`src/rtl/adc_capture_pkg.sv`:
```
// rtl/adc_capture_pkg.sv - shared types and helpers for the triggered ADC capture block
package adc_capture_pkg;

  typedef enum logic [1:0] {IDLE, ARMED, POST, DONE} cap_state_t;

  function automatic int depth_of(input int addr_width);
    return 1 << addr_width;
  endfunction

endpackage

```
`src/rtl/adc_axis_capture_if.sv`:
```
// rtl/adc_axis_capture_if.sv - ADC sample stream in and BRAM write port out of the capture block
interface adc_axis_capture_if #(
  parameter int DATA_WIDTH = 64,
  parameter int ADDR_WIDTH = 13
);

  logic [DATA_WIDTH-1:0]   s_axis_tdata;
  logic                    s_axis_tvalid;
  logic                    s_axis_tready;
  logic                    bram_en;
  logic [DATA_WIDTH/8-1:0] bram_we;
  logic [ADDR_WIDTH-1:0]   bram_addr;
  logic [DATA_WIDTH-1:0]   bram_din;

  // slave: the capture block (sinks the stream, drives the BRAM port)
  modport slave (
    input  s_axis_tdata, s_axis_tvalid,
    output s_axis_tready, bram_en, bram_we, bram_addr, bram_din
  );

  modport master (
    output s_axis_tdata, s_axis_tvalid,
    input  s_axis_tready, bram_en, bram_we, bram_addr, bram_din
  );

endinterface

```
`src/rtl/adc_axis_capture.sv`:
```
// rtl/adc_axis_capture.sv - circular pre-trigger capture of ADC beats into BRAM with post-trigger count
module adc_axis_capture
  import adc_capture_pkg::*;
#(
  parameter int DATA_WIDTH  = 64,
  parameter int ADDR_WIDTH  = 13,
  parameter int DECIM_WIDTH = 8
) (
  input  logic                   clk,
  input  logic                   rst,
  adc_axis_capture_if.slave      bus,
  input  logic                   arm,
  input  logic                   abort,
  input  logic                   trig,
  input  logic [ADDR_WIDTH-1:0]  posttrig,
  input  logic [DECIM_WIDTH-1:0] decim,
  output logic                   busy,
  output logic                   done,
  output logic                   wrapped,
  output logic [ADDR_WIDTH-1:0]  trig_addr,
  output logic [ADDR_WIDTH-1:0]  wr_addr
);

  localparam int                    DEPTH  = depth_of(ADDR_WIDTH);
  localparam logic [ADDR_WIDTH-1:0] LAST   = ADDR_WIDTH'(DEPTH - 1);
  localparam logic [ADDR_WIDTH-1:0] ONE_A  = ADDR_WIDTH'(1);
  localparam logic [DECIM_WIDTH-1:0] ONE_D = DECIM_WIDTH'(1);

  cap_state_t             state;
  logic [ADDR_WIDTH-1:0]  remaining;
  logic [ADDR_WIDTH-1:0]  posttrig_l;
  logic [DECIM_WIDTH-1:0] decim_l;
  logic [DECIM_WIDTH-1:0] dcnt;

  logic beat, active, qual, trig_zero, wr_fire, arm_ok;

  assign bus.s_axis_tready = !rst;
  assign beat      = bus.s_axis_tvalid & bus.s_axis_tready;
  assign active    = (state == ARMED) || (state == POST);
  assign qual      = beat && (dcnt == '0) && active;
  // a zero-length post window finishes on the trigger itself, so its beat is not stored
  assign trig_zero = (state == ARMED) && trig && (posttrig_l == '0);
  assign wr_fire   = qual && !abort && !trig_zero;
  assign arm_ok    = arm && !abort && ((state == IDLE) || (state == DONE));

  always_ff @(posedge clk) begin
    if (rst) begin
      state         <= IDLE;
      busy          <= 1'b0;
      done          <= 1'b0;
      wrapped       <= 1'b0;
      wr_addr       <= '0;
      trig_addr     <= '0;
      remaining     <= '0;
      posttrig_l    <= '0;
      decim_l       <= '0;
      dcnt          <= '0;
      bus.bram_en   <= 1'b0;
      bus.bram_we   <= '0;
      bus.bram_addr <= '0;
      bus.bram_din  <= '0;
    end else begin
      bus.bram_en <= wr_fire;
      bus.bram_we <= {(DATA_WIDTH/8){wr_fire}};
      if (wr_fire) begin
        bus.bram_addr <= wr_addr;
        bus.bram_din  <= bus.s_axis_tdata;
        wr_addr       <= wr_addr + ONE_A;
        if (wr_addr == LAST) wrapped <= 1'b1;
      end

      if (arm_ok)
        dcnt <= '0;
      else if (beat)
        dcnt <= (dcnt == decim_l) ? '0 : dcnt + ONE_D;

      if (abort) begin
        state <= IDLE;
        busy  <= 1'b0;
        done  <= 1'b0;
      end else begin
        case (state)
          IDLE, DONE: begin
            if (arm) begin
              state      <= ARMED;
              busy       <= 1'b1;
              done       <= 1'b0;
              wr_addr    <= '0;
              wrapped    <= 1'b0;
              posttrig_l <= posttrig;
              decim_l    <= decim;
            end
          end
          ARMED: begin
            if (trig) begin
              trig_addr <= wr_addr;
              if ((posttrig_l == '0) || (wr_fire && (posttrig_l == ONE_A))) begin
                state <= DONE;
                busy  <= 1'b0;
                done  <= 1'b1;
              end else begin
                state     <= POST;
                remaining <= wr_fire ? posttrig_l - ONE_A : posttrig_l;
              end
            end
          end
          POST: begin
            if (wr_fire) begin
              if (remaining == ONE_A) begin
                state <= DONE;
                busy  <= 1'b0;
                done  <= 1'b1;
              end else begin
                remaining <= remaining - ONE_A;
              end
            end
          end
          default: state <= IDLE;
        endcase
      end
    end
  end

endmodule

```
`src/flat_wrapper.sv`:
```
// flat-port wrapper written by rule: the top's interface ports become plain ports
module adc_axis_capture_flat import adc_capture_pkg::*;
#(
  parameter int DATA_WIDTH  = 64,
  parameter int ADDR_WIDTH  = 13,
  parameter int DECIM_WIDTH = 8
)
  (clk, rst, arm, abort, trig, posttrig, decim, busy, done, wrapped, trig_addr, wr_addr, bus_s_axis_tdata, bus_s_axis_tvalid, bus_s_axis_tready, bus_bram_en, bus_bram_we, bus_bram_addr, bus_bram_din);
  adc_axis_capture_if #(.DATA_WIDTH(DATA_WIDTH), .ADDR_WIDTH(ADDR_WIDTH)) bus_i ();
  input  logic clk;
  input  logic rst;
  input  logic arm;
  input  logic abort;
  input  logic trig;
  input  logic [ADDR_WIDTH-1:0] posttrig;
  input  logic [DECIM_WIDTH-1:0] decim;
  output logic busy;
  output logic done;
  output logic wrapped;
  output logic [ADDR_WIDTH-1:0] trig_addr;
  output logic [ADDR_WIDTH-1:0] wr_addr;
  input wire logic [$bits(bus_i.s_axis_tdata)-1:0] bus_s_axis_tdata;
  input wire logic [$bits(bus_i.s_axis_tvalid)-1:0] bus_s_axis_tvalid;
  output wire logic [$bits(bus_i.s_axis_tready)-1:0] bus_s_axis_tready;
  output wire logic [$bits(bus_i.bram_en)-1:0] bus_bram_en;
  output wire logic [$bits(bus_i.bram_we)-1:0] bus_bram_we;
  output wire logic [$bits(bus_i.bram_addr)-1:0] bus_bram_addr;
  output wire logic [$bits(bus_i.bram_din)-1:0] bus_bram_din;
  assign bus_i.s_axis_tdata = bus_s_axis_tdata;
  assign bus_i.s_axis_tvalid = bus_s_axis_tvalid;
  assign bus_s_axis_tready = bus_i.s_axis_tready;
  assign bus_bram_en = bus_i.bram_en;
  assign bus_bram_we = bus_i.bram_we;
  assign bus_bram_addr = bus_i.bram_addr;
  assign bus_bram_din = bus_i.bram_din;
  adc_axis_capture #(.DATA_WIDTH(DATA_WIDTH), .ADDR_WIDTH(ADDR_WIDTH), .DECIM_WIDTH(DECIM_WIDTH)) u_core (.clk(clk), .rst(rst), .bus(bus_i), .arm(arm), .abort(abort), .trig(trig), .posttrig(posttrig), .decim(decim), .busy(busy), .done(done), .wrapped(wrapped), .trig_addr(trig_addr), .wr_addr(wr_addr));
endmodule
```
`config.mk`:
```
export PLATFORM = sky130hd
export DESIGN_NAME = adc_axis_capture_flat
export DESIGN_NICKNAME = d
export VERILOG_FILES = /design/src/rtl/adc_capture_pkg.sv /design/src/rtl/adc_axis_capture_if.sv /design/src/rtl/adc_axis_capture.sv /design/src/flat_wrapper.sv
export SDC_FILE = /design/constraint.sdc
export NUM_CORES = 1
export LEC_CHECK = 0
export ABC_CLOCK_PERIOD_IN_PS = 4400
export BUFFER_PORTS_ARGS = -buffer_cell sky130_fd_sc_hd__clkbuf_2
export CAP_MARGIN = 20
export CORE_ASPECT_RATIO = 0.5
export CORE_MARGIN = 2
export CORE_UTILIZATION = 40
export DETAILED_ROUTE_END_ITERATION = 6
export PLACE_DENSITY = 0.75
export SKIP_CTS_REPAIR_TIMING = 1
export SLEW_MARGIN = 20
export SYNTH_ARGS = -nofsm -noshare
export SYNTH_HDL_FRONTEND = slang
export SYNTH_SLANG_ARGS = --single-unit
```
`constraint.sdc`:
```
create_clock -name clk -period 4.4 [get_ports clk]
set_input_delay 0.22 -clock clk [delete_from_list [all_inputs] [get_ports clk]]
set_output_delay 0.22 -clock clk [all_outputs]
set_load 0.05 [all_outputs]
```
==> Word-level counts from Yosys, hierarchy flattened <==
Index checks and enable logic that the tools add are counted.
{ "word_totals": {"ff_bits": 152, "input_bits": 91, "output_inout_bits": 116} }
{ "classes": {"addsub": 4, "n_eq_ne": 14, "muxes": 34, "bitwise_logic": 2, "reduce_logical": 27} }
{ "op_table": {"columns": ["cell", "n"], "rows": [
  ["$mux W13", 9],
  ["$eq A13 B1 Y1 const B", 2],
  ["$pmux W13 S2", 1],
  ["$sub A13 B1 Y13 const B", 2],
  ["$mux W1", 16],
  ["$add A13 B1 Y13 const B", 1],
  ["$eq A13 B13 Y1 const B", 1],
  ["$logic_not A13 Y1", 1],
  ["$ne A2 B2 Y1 const B", 6],
  ["$logic_and A1 B1 Y1", 9],
  ["$add A8 B1 Y8 const B", 1],
  ["$eq A8 B8 Y1", 1],
  ["$logic_not A8 Y1", 1],
  ["$mux W2", 4],
  ["$mux W8", 1],
  ["$pmux W1 S3", 2],
  ["$pmux W2 S3", 1],
  ["$reduce_and A3 Y1", 2],
  ["$reduce_and A6 Y1", 1],
  ["$reduce_or A2 Y1", 3],
  ["$reduce_and A5 Y1", 1],
  ["$eq A2 B2 Y1 const B", 2],
  ["$reduce_and A4 Y1", 1],
  ["$logic_not A1 Y1", 3],
  ["7 further kinds", 9]
]} }

==> Logic depth before layout (Yosys ltp) <==
{ "logic_depth": {"word_depth": 11, "ltp_mapped": 10, "mapped_depth_nobuf": 8} }

==> Worst setup path before layout <==
No wires, ideal clock.
{ "synth_timing": {"path_type": "reg-to-reg", "startpoint": "reg u_core.state[0]", "endpoint": "reg u_core.remaining[9]", "setup_time_ps": 132, "arrival_time_ps": 2260, "slack_ps": 2008, "stages_incl_launch_ff": 9, "synth_period_minus_slack_ps": 2392, "path_cell_list": "dfxtp_1 -> inv_1 -> ha_1 -> nor3_1 -> nand4_1 -> or3_1 -> o311a_2 -> o31ai_1 -> a21oi_1"} }
{ "synth_between": {"elab_chain_cells": 9, "elab_cells_between_ends": 21, "cone_classes": "6 x eq/ne; 4 x mux; 11 x reduce/logical"} }
{ "synth_rtl": {"columns": ["item", "line_no", "text"], "rows": [
  ["start: declaration", "adc_axis_capture.sv:29", "cap_state_t state;"],
  ["start signal: assignment", "adc_axis_capture.sv:48", "state <= IDLE;"],
  ["start signal: assignment", "adc_axis_capture.sv:78", "state <= IDLE;"],
  ["start signal: assignment", "adc_axis_capture.sv:85", "state <= ARMED;"],
  ["$eq A2 B1 Y1 or $eq A2 B2 Y1 (tied branches)", "adc_axis_capture.sv:39, adc_axis_capture.sv:42, adc_axis_capture.sv:82", null],
  ["$logic_or A1 B1 Y1 or $logic_and A1 B1 Y1 (tied branches)", "adc_axis_capture.sv:39, adc_axis_capture.sv:42", null],
  ["$logic_and A1 B1 Y1, on equally long branches", "adc_axis_capture.sv:40, adc_axis_capture.sv:42", null],
  ["$logic_and A1 B1 Y1 or $logic_not A1 Y1 (tied branches)", "adc_axis_capture.sv:43", "assign wr_fire = qual && !abort && !trig_zero;"],
  ["$logic_and A1 B1 Y1", "adc_axis_capture.sv:43", null],
  ["$mux W13 or $logic_and A1 B1 Y1 (tied branches)", "adc_axis_capture.sv:103, adc_axis_capture.sv:97", null],
  ["$mux W13 or $logic_or A1 B1 Y1 (tied branches)", "adc_axis_capture.sv:97", "if ((posttrig_l == '0) || (wr_fire && (posttrig_l == ONE_A))) begin"],
  ["$mux W13 or $ne A2 B2 Y1 (tied branches)", null, null],
  ["$pmux W13 S2 or $reduce_and A6 Y1 (tied branches)", null, null],
  ["end signal: assignment", "adc_axis_capture.sv:103", "remaining <= wr_fire ? posttrig_l - ONE_A : posttrig_l;"],
  ["end signal: assignment", "adc_axis_capture.sv:114", "remaining <= remaining - ONE_A;"],
  ["end: declaration", "adc_axis_capture.sv:30", "logic [ADDR_WIDTH-1:0] remaining;"]
]} }
Several ways; a longest one is shown, not always the timed one. The select of a mux whose other input is x is not followed.
A chain may end at the register's enable or synchronous reset.

==> Final worst setup path <==
{ "layout_timing": {"startpoint": "reg u_core.posttrig_l[0]", "endpoint": "reg u_core.bus.bram_din[59]"} }
{ "layout_between": {"elab_chain_cells": 4} }
{ "layout_rtl": {"columns": ["item", "line_no", "text"], "rows": [
  ["start: declaration", "adc_axis_capture.sv:31", "logic [ADDR_WIDTH-1:0] posttrig_l;"],
  ["start signal: assignment", "adc_axis_capture.sv:90", "posttrig_l <= posttrig;"],
  ["$logic_not A13 Y1", "adc_axis_capture.sv:42", "assign trig_zero = (state == ARMED) && trig && (posttrig_l == '0);"],
  ["$logic_and A1 B1 Y1", "adc_axis_capture.sv:42", null],
  ["$logic_not A1 Y1", "adc_axis_capture.sv:43", null],
  ["$logic_and A1 B1 Y1", "adc_axis_capture.sv:43", null],
  ["end signal: assignment", "adc_axis_capture.sv:67", "bus.bram_din <= bus.s_axis_tdata;"],
  ["end: declaration", "adc_axis_capture_if.sv:18", "output s_axis_tready, bram_en, bram_we, bram_addr, bram_din"]
]} }
Every way passes these cells.

==> impl_metrics.ini <==
[power_and_ir_drop]
switchingPower_w = 0.000813
internal_power_w = 0.00228
irDropWorstVdd_mv = 0.248
p_sw_share_pct = 26.3
combPwrFrac_pct = 8.9
seqPwrFrac_pct = 45.7
clock_power_share_pct = 45.4
pwr_density_cell_nw_per_um2 = 380
p_leak_nw = 3.34

[timing]
rsz0062_at_grt = false
fin_crit_sh_pct = 71.9
max_freq_mhz = 316
clock-skew-final_ns = 0.0140
report.final.hold_viol_count = 0
setup_viol = 0
hold_ws_ns = 0.0141
fin_crit_ns = 3.16
setup_tns_ns = 0
worst_slew_pin_slew_ns = 0.921
relSlewSlack_pct = 38.6
drv_slew = 0

[critical_path]
cp-start-kind = register
critPathCaptureType = register
cpPeakStageDelay_ns = 0.77
crit_family = simple AND/OR/NAND/NOR gates
slowest_stage = nand2_2
path_cells = inv_1, ha_1, nor3b_1, nand4_1, nand2_2, buf_4, nand2_1, a21oi_1
worstPathRequired_ns = 4.73
crit_buf_inv = 2
critPathMaxFanout = 50
worst_ep_arrival_time_ns = 3.50
setup.worst_path.class = register to register

[floorplan]
row_count = 32
die_area_um2 = 17200
die_y_um = 93.8
io_pins = 207
initial_core_util_pct = 41.4
core-area_um2 = 15600
die_w_um = 184

[final_layout]
fin_cells = 1220
stdcell_area_um2 = 8120
syn2layout_area_growth_pct = 25.9
n_antenna_cell = 0
drive_above_1_share_pct = 25.3
num-nets-final = 1104

[grt]
grt_pass1_vias = 5785
grt_use_total_pct = 19.6
grt_max_degree = 91
grt-ovfl-total = 0
grt_pass1_wl_um = 27400
grt_antenna_before_repair = 0

[logic_synthesis]
syn-num-nets = 928
ys_ff_latch = 151
synth_cell_type_count = 52
synth-main-ff-cell = dfxtp_1
async_flop_share_pct = 0
yosys-top-cells-area = dfxtp_1 (47%), nand2_1 (14%), a21oi_1 (10%)
syn_area_um2 = 6450
netlist.area_leader.share_pct = 46.9
syn-mean-instance-area_um2 = 7.79
yosysWarnings = 0
synth_edf_count = 0
ys_seq_area_share_pct = 46.9
postSynthCellCount = 828
yosysTopAreaCell = dfxtp_1

[placement]
port_buffers = 206
dpl.hpwl_um = 12000
dp_cells = 1189
place_area_um2 = 7550
gp_congestion = 0.904

[clock_tree]
clock_insertion_delay_worst_skew_ns = 0.42
clk_pin_slew_ns = 0.07
tritoncts = done
htreeDepth = 4
clock_sinks = 151
cts_buffers = 17
cts_root_buffer = clkbuf_16
clockBufferDepth = 2

[detailed_routing]
wl_per_cell_um = 14.0
drt_iter0_drc = 380
drc = 0
drt_first_pass_iters = 7
vias_per_cell = 5.18
ant_nets = 0
vias = 6320
routed_wl_um = 17100

[hold_path]
hp-class = primary input to register

[run_status]
status = completed

[run]
drv_cap = 0
[tightest hold or removal path, stage by stage]
cell	delay [ns]
clkbuf_2	0.08
nand2_1	0.04
a21oi_1	0.05
[stage by stage]
stage / util, % / worst slack [ns] / total power, W
final: 52.1 / 1.24 / 0.00309
after global routing: 52.1 / 0.834 / 0.00321
after CTS: 52.1 / 1.23 / 0.00311
after detailed placement: 48.5 / 1.25 / 0.00171
after global placement: 48.5 / 1.46 / 0.00171
after floorplan: - / 2.01 / 0.00162
[cells in the mapped netlist, drive strengths merged (4+ instances only)]
cell    count
nand2     247
dfxtp     151
a21oi     132
nor2       37
clkbuf     34
o21ai      23
xor2       23
buf        20
nand3      19
nor3       16
inv        15
nor4       14
xnor2      12
nand4      11
ha          9
or3         8
and3        6
o31ai       5
and4        4
or4         4
[cell families after synthesis]
group                    share of synthesized area [%]
AND/OR/NAND/NOR                                   26.4
AO/OA/AOI/OAI                                     15.3
flip-flops                                        46.9
buffers and inverters                             4.75
XOR/XNOR                                          4.75
adder cells (fa/ha/maj)                           1.75
multiplexers                                     0.155
[layer usage]
layer | global-route usage, % | part of all wire [%]
met5 | 0 | 0
met4 | 5.80 | 1.6
met3 | 4.77 | 5.9
met2 | 34.2 | 49
met1 | 24.1 | 44
[placed cells by master (no fill, tap or decap), types with 17 or more instances in the layout]
cell,count
nand2_1,246
clkbuf_2,205
dfxtp_1,151
a21oi_1,132
nor2_1,36
xor2_1,23
o21ai_0,22
nand3_1,19
clkbuf_16,17
[path summary, 6_finish.rpt]
| check | cells after the start | slack [ns] | startpoint | end |
|---|---|---|---|---|
| worst min register to register | 2 | 0.45 | u_core.bus.bram_din[26]$_SDFFE_PP0N_ | u_core.bus.bram_din[26]$_SDFFE_PP0N_ |
| worst max-delay path | 8 | 1.24 | u_core.posttrig_l[0]$_SDFFE_PP0P_ | u_core.bus.bram_din[59]$_SDFFE_PP0N_ |
| worst max register to register | 8 | 1.24 | u_core.posttrig_l[0]$_SDFFE_PP0P_ | u_core.bus.bram_din[59]$_SDFFE_PP0N_ |
| worst min-delay path | 3 | 0.01 | decim[2] | u_core.decim_l[2]$_SDFFE_PP0P_ |
[layout make-up]
cell class	instances	area [um2]
tap	204	255
clock inverter	14	139
inverter	17	63.8
multi-input combinational	606	3140
sequential	151	3020
fill	1497	7460
timing repair buffer	211	1070
clock buffer	17	425
[power by group through the flow]
stage	Clock, W	Sequential, W	Combinational, W
after floorplan	0	0.00146	0.000159
after global placement	0	0.00144	0.000267
after detailed placement	0	0.00144	0.000270
after CTS	0.00143	0.00141	0.000272
after global routing	0.00150	0.00141	0.000302
final	0.00140	0.00141	0.000274
[registers in the layout, indices dropped and copies added (netlist names), 2 cells and up]
| name | flops |
|---|---|
| u_core.bus.bram_addr | 13 |
| u_core.bus.bram_din | 64 |
| u_core.dcnt | 8 |
| u_core.decim_l | 8 |
| u_core.posttrig_l | 13 |
| u_core.remaining | 13 |
| u_core.state | 2 |
| u_core.trig_addr | 13 |
| u_core.wr_addr | 13 |
Power figures use the tool's default switching activity.
